<file path="src/rtl/game_ctrl_fsm.sv">
// -----------------------------------------------------------------------------
// game_ctrl_fsm
//
// Top-level controller for the VGA snake game. It runs the menu / play /
// pause / game-over state machine, handles difficulty selection in the menu,
// generates the difficulty-scaled snake move tick, and emits a one-cycle
// game reset pulse whenever a fresh game begins.
//
// Parameters
//   LEVELS        number of difficulty levels (difficulty is 1..LEVELS)
//   LEVEL_W       width of the difficulty output
//   DEFAULT_LEVEL difficulty after reset
//   TICK_BASE     move-tick period in cycles at level 1
//   TICK_STEP     period reduction per level above 1
//   OVER_HOLD     cycles spent in OVER before auto-return (0 = never)
//
// Ports
//   pixel_clk   in   pixel clock, the only clock
//   sys_rst     in   synchronous active-high reset
//   key[5:0]    in   debounced key levels: [0] down, [1] up, [4] start/pause,
//                    [5] back; [3:2] unused
//   flag        in   collision / game-over request (level)
//   state[3:0]  out  one-hot state: 0001 MENU, 0010 PLAY, 0100 PAUSE, 1000 OVER
//   difficulty  out  current level, 1..LEVELS
//   move_tick   out  single-cycle pulse that advances the snake one step
//   game_rst    out  single-cycle pulse on each new game start
// -----------------------------------------------------------------------------
module game_ctrl_fsm #(
  parameter int LEVELS        = 3,
  parameter int LEVEL_W       = 2,
  parameter int DEFAULT_LEVEL = 1,
  parameter int TICK_BASE     = 2_500_000,
  parameter int TICK_STEP     = 500_000,
  parameter int OVER_HOLD     = 250_000_000
) (
  input  logic               pixel_clk,
  input  logic               sys_rst,
  input  logic [5:0]         key,
  input  logic               flag,
  output logic [3:0]         state,
  output logic [LEVEL_W-1:0] difficulty,
  output logic               move_tick,
  output logic               game_rst
);

  localparam int CNT_W  = $clog2(TICK_BASE + 1);
  localparam int HOLD_W = (OVER_HOLD > 1) ? $clog2(OVER_HOLD) : 1;

  localparam logic [CNT_W-1:0]   BASE_C    = CNT_W'(TICK_BASE);
  localparam logic [CNT_W-1:0]   STEP_C    = CNT_W'(TICK_STEP);
  localparam logic [CNT_W-1:0]   ONE_C     = CNT_W'(1);
  localparam logic [HOLD_W-1:0]  HOLD_LAST = HOLD_W'((OVER_HOLD > 0) ? OVER_HOLD - 1 : 0);
  localparam logic [HOLD_W-1:0]  ONE_H     = HOLD_W'(1);
  localparam logic [LEVEL_W-1:0] LVL_MIN   = LEVEL_W'(1);
  localparam logic [LEVEL_W-1:0] LVL_MAX   = LEVEL_W'(LEVELS);
  localparam logic [LEVEL_W-1:0] LVL_RST   = LEVEL_W'(DEFAULT_LEVEL);

  typedef enum logic [3:0] {
    S_MENU  = 4'b0001,
    S_PLAY  = 4'b0010,
    S_PAUSE = 4'b0100,
    S_OVER  = 4'b1000
  } state_e;

  state_e             state_q, state_d;
  logic [5:0]         key_q;
  logic [5:0]         key_edge;
  logic               ed_down, ed_up, ed_start, ed_back;
  logic               unused_key_edge;
  logic [LEVEL_W-1:0] diff_q, diff_d;
  logic [CNT_W-1:0]   lvl_off;
  logic [CNT_W-1:0]   period_last;
  logic [CNT_W-1:0]   tick_cnt_q, tick_cnt_d;
  logic [HOLD_W-1:0]  hold_q, hold_d;
  logic               tick_q, tick_d;
  logic               grst_q, grst_d;

  // Rising-edge detection: the key is acted on in the cycle it is first seen
  // high, so state reacts at the same edge that samples the key.
  assign key_edge        = key & ~key_q;
  assign ed_down         = key_edge[0];
  assign ed_up           = key_edge[1];
  assign ed_start        = key_edge[4];
  assign ed_back         = key_edge[5];
  assign unused_key_edge = ^key_edge[3:2];

  // Tick period P = TICK_BASE - (difficulty-1)*TICK_STEP; the counter wraps
  // at P-1.
  assign lvl_off     = CNT_W'(diff_q - LVL_MIN);
  assign period_last = BASE_C - lvl_off * STEP_C - ONE_C;

  always_comb begin
    // NOTE: every output of this block gets a default first, so no path can
    // leave a variable unassigned and infer a latch.
    state_d    = state_q;
    diff_d     = diff_q;
    tick_cnt_d = tick_cnt_q;
    tick_d     = 1'b0;

    case (state_q)
      S_MENU: begin
        if (ed_start) state_d = S_PLAY;
        // Simultaneous up and down cancel each other.
        if (ed_up && !ed_down) begin
          diff_d = (diff_q >= LVL_MAX) ? LVL_MIN : diff_q + LVL_MIN;
        end else if (ed_down && !ed_up) begin
          diff_d = (diff_q <= LVL_MIN) ? LVL_MAX : diff_q - LVL_MIN;
        end
      end
      S_PLAY: begin
        if (flag)          state_d = S_OVER;
        else if (ed_back)  state_d = S_MENU;
        else if (ed_start) state_d = S_PAUSE;
      end
      S_PAUSE: begin
        if (ed_back)       state_d = S_MENU;
        else if (ed_start) state_d = S_PLAY;
      end
      S_OVER: begin
        if (ed_back)       state_d = S_MENU;
        else if (ed_start) state_d = S_PLAY;
        else if ((OVER_HOLD != 0) && (hold_q == HOLD_LAST)) state_d = S_MENU;
      end
      default: state_d = S_MENU;  // illegal one-hot encoding recovers to MENU
    endcase

    // A new game starts only from MENU or OVER; resuming from PAUSE does not
    // reset the snake.
    grst_d = (state_d == S_PLAY) && ((state_q == S_MENU) || (state_q == S_OVER));

    // The counter advances only when PLAY is both the current and the next
    // state, so leaving PLAY never emits a tick and the count frozen on entry
    // to PAUSE is exactly the one resumed from.
    if ((state_q == S_PLAY) && (state_d == S_PLAY)) begin
      if (tick_cnt_q >= period_last) begin
        tick_cnt_d = '0;
        tick_d     = 1'b1;
      end else begin
        tick_cnt_d = tick_cnt_q + ONE_C;
      end
    end else if ((state_d == S_PAUSE) ||
                 ((state_q == S_PAUSE) && (state_d == S_PLAY))) begin
      tick_cnt_d = tick_cnt_q;
    end else begin
      tick_cnt_d = '0;
    end

    // Hold counter is 0 on the first OVER cycle and outside OVER.
    hold_d = ((state_q == S_OVER) && (state_d == S_OVER)) ? hold_q + ONE_H : '0;
  end

  always_ff @(posedge pixel_clk) begin
    // NOTE: registers are updated with non-blocking assignments so every
    // flop samples the pre-edge values, independent of statement order.
    if (sys_rst) begin
      state_q    <= S_MENU;
      diff_q     <= LVL_RST;
      key_q      <= '1;  // a key held through reset produces no edge
      tick_cnt_q <= '0;
      hold_q     <= '0;
      tick_q     <= 1'b0;
      grst_q     <= 1'b0;
    end else begin
      state_q    <= state_d;
      diff_q     <= diff_d;
      key_q      <= key;
      tick_cnt_q <= tick_cnt_d;
      hold_q     <= hold_d;
      tick_q     <= tick_d;
      grst_q     <= grst_d;
    end
  end

  assign state      = state_q;
  assign difficulty = diff_q;
  assign move_tick  = tick_q;
  assign game_rst   = grst_q;

endmodule

</file>
<file path="config.mk">
export PLATFORM = sky130hd
export DESIGN_NAME = game_ctrl_fsm
export DESIGN_NICKNAME = d
export VERILOG_FILES = /design/src/rtl/game_ctrl_fsm.sv
export SDC_FILE = /design/constraint.sdc
export NUM_CORES = 1
export LEC_CHECK = 0
export ABC_AREA = 1
export BUFFER_PORTS_ARGS = -buffer_cell sky130_fd_sc_hd__buf_2
export CORE_ASPECT_RATIO = 0.6
export CORE_MARGIN = 10
export CORE_UTILIZATION = 45
export DETAILED_ROUTE_END_ITERATION = 8
export SYNTH_ARGS = -nofsm -noshare
export SYNTH_HDL_FRONTEND = slang
export SYNTH_SLANG_ARGS = --single-unit
</file>
<file path="constraint.sdc">
create_clock -name pixel_clk -period 3.4 [get_ports pixel_clk]
set_input_delay 0.17 -clock pixel_clk [delete_from_list [all_inputs] [get_ports pixel_clk]]
set_output_delay 0.17 -clock pixel_clk [all_outputs]
set_load 0.03 [all_outputs]
</file>
# Word-level counts from Yosys, hierarchy flattened
# Index checks and enable logic that the tools add are counted.
# classes
addsub	7
mul	1
n_lt_le_gt_ge	3
n_eq_ne	9
n_mux	17
n_bitwise	4
n_reduce_logical	14
# ops
cell	n
$mux 22	3
$mux 4	8
$add 28x1->28 const B	1
$eq 28x28->1 const B	1
$add 22x1->22 const B	1
$ge 22x22->1	1
$mul 22x14->17 const B	1
$sub 22x1->22 const B	1
$sub 22x22->22 const A	1
$pmux 4 s4	1
$eq 4x2->1 const B	2
$eq 4x3->1 const B	2
$eq 4x4->1 const B	2
$mux 2	4
$and 6x6->6	1
$logic_and 1x1->1	6
$not 6->6	1
$eq 4x1->1 const B	1
$reduce_or 2->1	2
$sub 2x1->3 const B	1
$add 2x1->2 const B	1
$ge 2x2->1 const B	1
$le 2x1->1 const B	1
$logic_not 1->1	2
7 further kinds	9
# totals
register_bits	64
wordCells	62

# Depth between registers and ports, before layout
# logic_depth
word_depth	11
mapped_depth	17
mapped_depth_nobuf	17

# Least setup slack after synthesis
# Ideal clock, no wire load.
# synth_timing
path_type	reg-to-reg
startpoint	reg diff_q[0] (netlist: difficulty[0])
endpoint	reg tick_cnt_q[7]
arrival_time_ns	2.756
path_slack_ns	0.517
path_stages_with_launch	16
synth_period_minus_slack_ns	2.883
cell_sequence	dfxtp_1 > inv_1 > ha_1 > nor2_1 > o41ai_1 > inv_1 > ha_1 > nand2_1 > nor2_1 > nand2_1 > nor2_1 > nand2_1 > nand3_2 > inv_2 > a21boi_0 > nor2_1
# synth_between
elab_chain_len	7
# synth_lines
element	line_no	source
from (decl)	70	logic [LEVEL_W-1:0] diff_q, diff_d;
from (signal assigned)	165	diff_q <= diff_d;
$sub 2x1->3	89	assign lvl_off = CNT_W'(diff_q - LVL_MIN);
$mul 22x14->17	90	assign period_last = BASE_C - lvl_off * STEP_C - ONE_C;
$sub 22x22->22	90	
$sub 22x1->22	90	
$ge 22x22->1	135	if (tick_cnt_q >= period_last) begin
$mux 22	135	
$mux 22	134	if ((state_q == S_PLAY) && (state_d == S_PLAY)) begin
to (signal assigned)	167	tick_cnt_q <= tick_cnt_d;
to (decl)	73	logic [CNT_W-1:0] tick_cnt_q, tick_cnt_d;
# Every way passes these cells.
# A chain may end at the register's enable or synchronous reset.

# Worst setup path after layout
# layout_timing
startpoint	reg diff_q[1] (netlist: difficulty[1])
endpoint	reg tick_cnt_q[7]
# The elaborated chain is that of the path after synthesis.

==> out/metrics.cfg <==
[worst_setup_path]
endpoint_kind = register
crit_path_frequent_cell = nor2_1
worstSetupPathType = register to register
crit_arrival_ps = 3140
max_stage_delay_ps = 420
cp-start-kind = register
critical_path.slowest_cell = dfxtp_1
path_cells = inv_1 -> ha_1 -> nor2_1 -> o41ai_1 -> inv_1 -> ha_1 -> nand2_1 -> nor2_1 -> nand2_1 -> nor2_1 -> nand2_1 -> nand3_2 -> inv_2 -> a21boi_0 -> nor2_1
required_ps = 3600
critPathMaxFanout = 10

[timing]
clock_skew_ps = 9.35
max_slew.worst_pin.slew_ps = 642
hold_violations = 0
setup_viol = 0
fin_crit_sh = 0.862
fin_crit_ps = 2930
grt_setup_unrepaired = false
hold_ws_ps = 18.5
slew_headroom = 0.571
fin_ws_ps = 469
fin_setup_tns_ps = 0
max_freq_mhz = 341
finalMaxSlewViolations = 0

[cts]
cts_resized = 0
cts_buffers = 9
clock-sinks = 62
cts_hold_buf = 0
cts_tree = done
cts_setup_buffers = 0
cts_root_buf = clkbuf_16
path_clk_slew_ps = 50
clk_latency_ps = 340
cts_max_path_buffers = 2
cts_max_level = 3

[synth]
synth_area_mm2 = 0.00426
synth-xor-area-share = 0.0637
synthFlopType = dfxtp_1
synth-compound-area-share = 0.0640
synth_top_family_by_area = simple AND/OR/NAND/NOR gates
synth_commonest_cells = 161 x nand2_1, 104 x nor2_1, 90 x inv_1, 62 x dfxtp_1, 32 x nand3_1
yosysSeqAreaShare = 0.291
synth-async-reset-ratio = 0
post-synth-top-area-fraction = 0.291
synth-simple-area-share = 0.403
synth_area_leaders = dfxtp_1 29%, nand2_1 14%, nor2_1 9.2%
synth_adder_area_share = 0.0793
synthMuxAreaShare = 0.00235
yosysUniqueCellTypes = 34
yosys_warnings = 0
yosysTopAreaCell = dfxtp_1
synth_nets = 681
synth-edff-count = 0
synth_cells = 645
yosysMostFrequentCell = nand2_1
ys_seq_elements = 62
synth.avg_cell_area_um2 = 6.60

[final_layout]
drive_gt1_frac = 0.126
utilization = 0.519
nets = 699
fin_cells = 798
syn_to_final_growth_pct = 12.0
diodes = 0

[drt]
dr.pass1.iters = 5
routed_wirelength_mm = 10.8
ant_nets = 0
drt_iter0_markers = 364
vias_per_cell = 4.91
wl_per_cell_um = 13.6
drc_errors = 0
vias = 3919

[global_route]
grt_max_degree = 29
grt_pass1_wl_mm = 18.0
antenna_found_initial = 0
grt_pass1_vias = 3537
grt_util_all_layers = 0.161
grt-ovfl-total = 0

[status]
status = complete, no violations

[floorplanning]
initial_core_util = 0.464
top_level_ports = 17
die_x_um = 146
die-height_um = 95.4
dieArea_mm2 = 0.0139
placementRows = 27
coreArea_mm2 = 0.00919

[place]
place.gp.congestion = 0.963
dp.cells = 782
io_buffers = 14
hpwl_mm = 8.41
place_ws_ps = 466

[pwr]
p_per_area_mw_per_mm2 = 403
p_comb_frac = 0.094
max-vdd-ir-drop_v = 0.000320
sequentialPowerShare = 0.387
p_int_mw = 1.44
power_frac_clock = 0.519
leakagePower_nw = 1.98
p_sw_mw = 0.479
power.share.switching = 0.249

[hold_path]
hold_path.class = input pin to register

[flow_run]
maxCapViolations = 0

==> state kept, by name, indices dropped and copies added, names as in the netlist <==
| signal | cells |
|---|---|
| state | 4 |
| difficulty | 2 |
| hold_q | 28 |
| game_rst | 1 |
| key_q | 4 |
| tick_cnt_q | 22 |
| move_tick | 1 |
==> per-stage QoR <==
stage,area (um2),power (mW)
after global routing,4770,2.00
after detailed placement,4450,0.939
after floorplan,4260,0.893
final,4770,1.92
after global placement,4450,0.935
after CTS,4770,1.94
==> placed cells by master, fill, tap and decap left out <==
| cell type | count |
|---|---|
| nor2_4 | 5 |
| nor3b_1 | 1 |
| nor3_2 | 3 |
| nand2_1 | 161 |
| dfxtp_1 | 62 |
| nor2_1 | 104 |
| o21ai_0 | 9 |
| and2_1 | 2 |
| a21oi_1 | 18 |
| clkinvlp_4 | 2 |
| xnor2_1 | 10 |
| a21o_1 | 2 |
| inv_1 | 90 |
| inv_2 | 3 |
| xor2_1 | 21 |
| a21boi_0 | 1 |
| clkinv_2 | 1 |
| nand4_1 | 13 |
| nand2_2 | 6 |
| a21oi_4 | 1 |
| o21bai_1 | 3 |
| ha_1 | 27 |
| nor2_2 | 25 |
| mux2i_1 | 1 |
| o211ai_1 | 2 |
| inv_6 | 1 |
| o21a_1 | 7 |
| nand4_4 | 1 |
| nand3b_1 | 2 |
| buf_4 | 2 |
| o41ai_1 | 1 |
| nand3_1 | 32 |
| bufinv_16 | 2 |
| clkinv_4 | 1 |
| clkbuf_16 | 9 |
| or2_2 | 3 |
| nor3_1 | 15 |
| nand3_2 | 5 |
| buf_2 | 14 |
==> power by group through the flow <==
stage	logic (mW)	clock network, mW	registers [mW]
after global placement	0.176	0	0.759
final	0.180	0.997	0.743
after global routing	0.208	1.05	0.745
after floorplan	0.118	0	0.775
after CTS	0.181	1.01	0.743
after detailed placement	0.180	0	0.759
==> worst paths after layout <==
check / startpoint / to / slack [ps] / cells after the start
worst min-delay path: key[0] / key_q[0] / 20 / 3
worst min register to register: hold_q[0] / hold_q[0] / 460 / 1
worst max-delay path: difficulty[1] / tick_cnt_q[7] / 470 / 15
worst max register to register: difficulty[1] / tick_cnt_q[7] / 470 / 15
==> final cells by class <==
class	count	area (um2)
clock buffer	9	225
clock inverter	7	97.6
multi-input combinational	481	2610
timing repair buffer	16	85.1
inverter	93	349
fill	927	4420
tap	130	163
sequential	62	1240
==> layer usage <==
metal  up-vias  part of all wire  track usage
met1      1741              0.56        0.250
met2       119              0.33        0.196
met3        10              0.10       0.0582
met5         -                 0            0
li1       2049                 -            -
met4         0            0.0054       0.0310
==> cells by family after synthesis <==
kind of cell | after synthesis
multiplexers | 1
AND/OR/NAND/NOR | 378
flip-flops | 62
buffers and inverters | 102
AO/OA/AOI/OAI | 44
adder cells (fa/ha/maj) | 27
XOR/XNOR | 31
==> worst max-delay path: cells and delay by family, from the launching register on <==
| family | cells | cell delay [ps] |
|---|---|---|
| flops | 1 | 420 |
| fa+ha+maj | 2 | 690 |
| simple gates | 8 | 810 |
| compound gates | 2 | 490 |
| buf+inv | 3 | 370 |
Note: power is estimated with default switching activity, not from simulation.
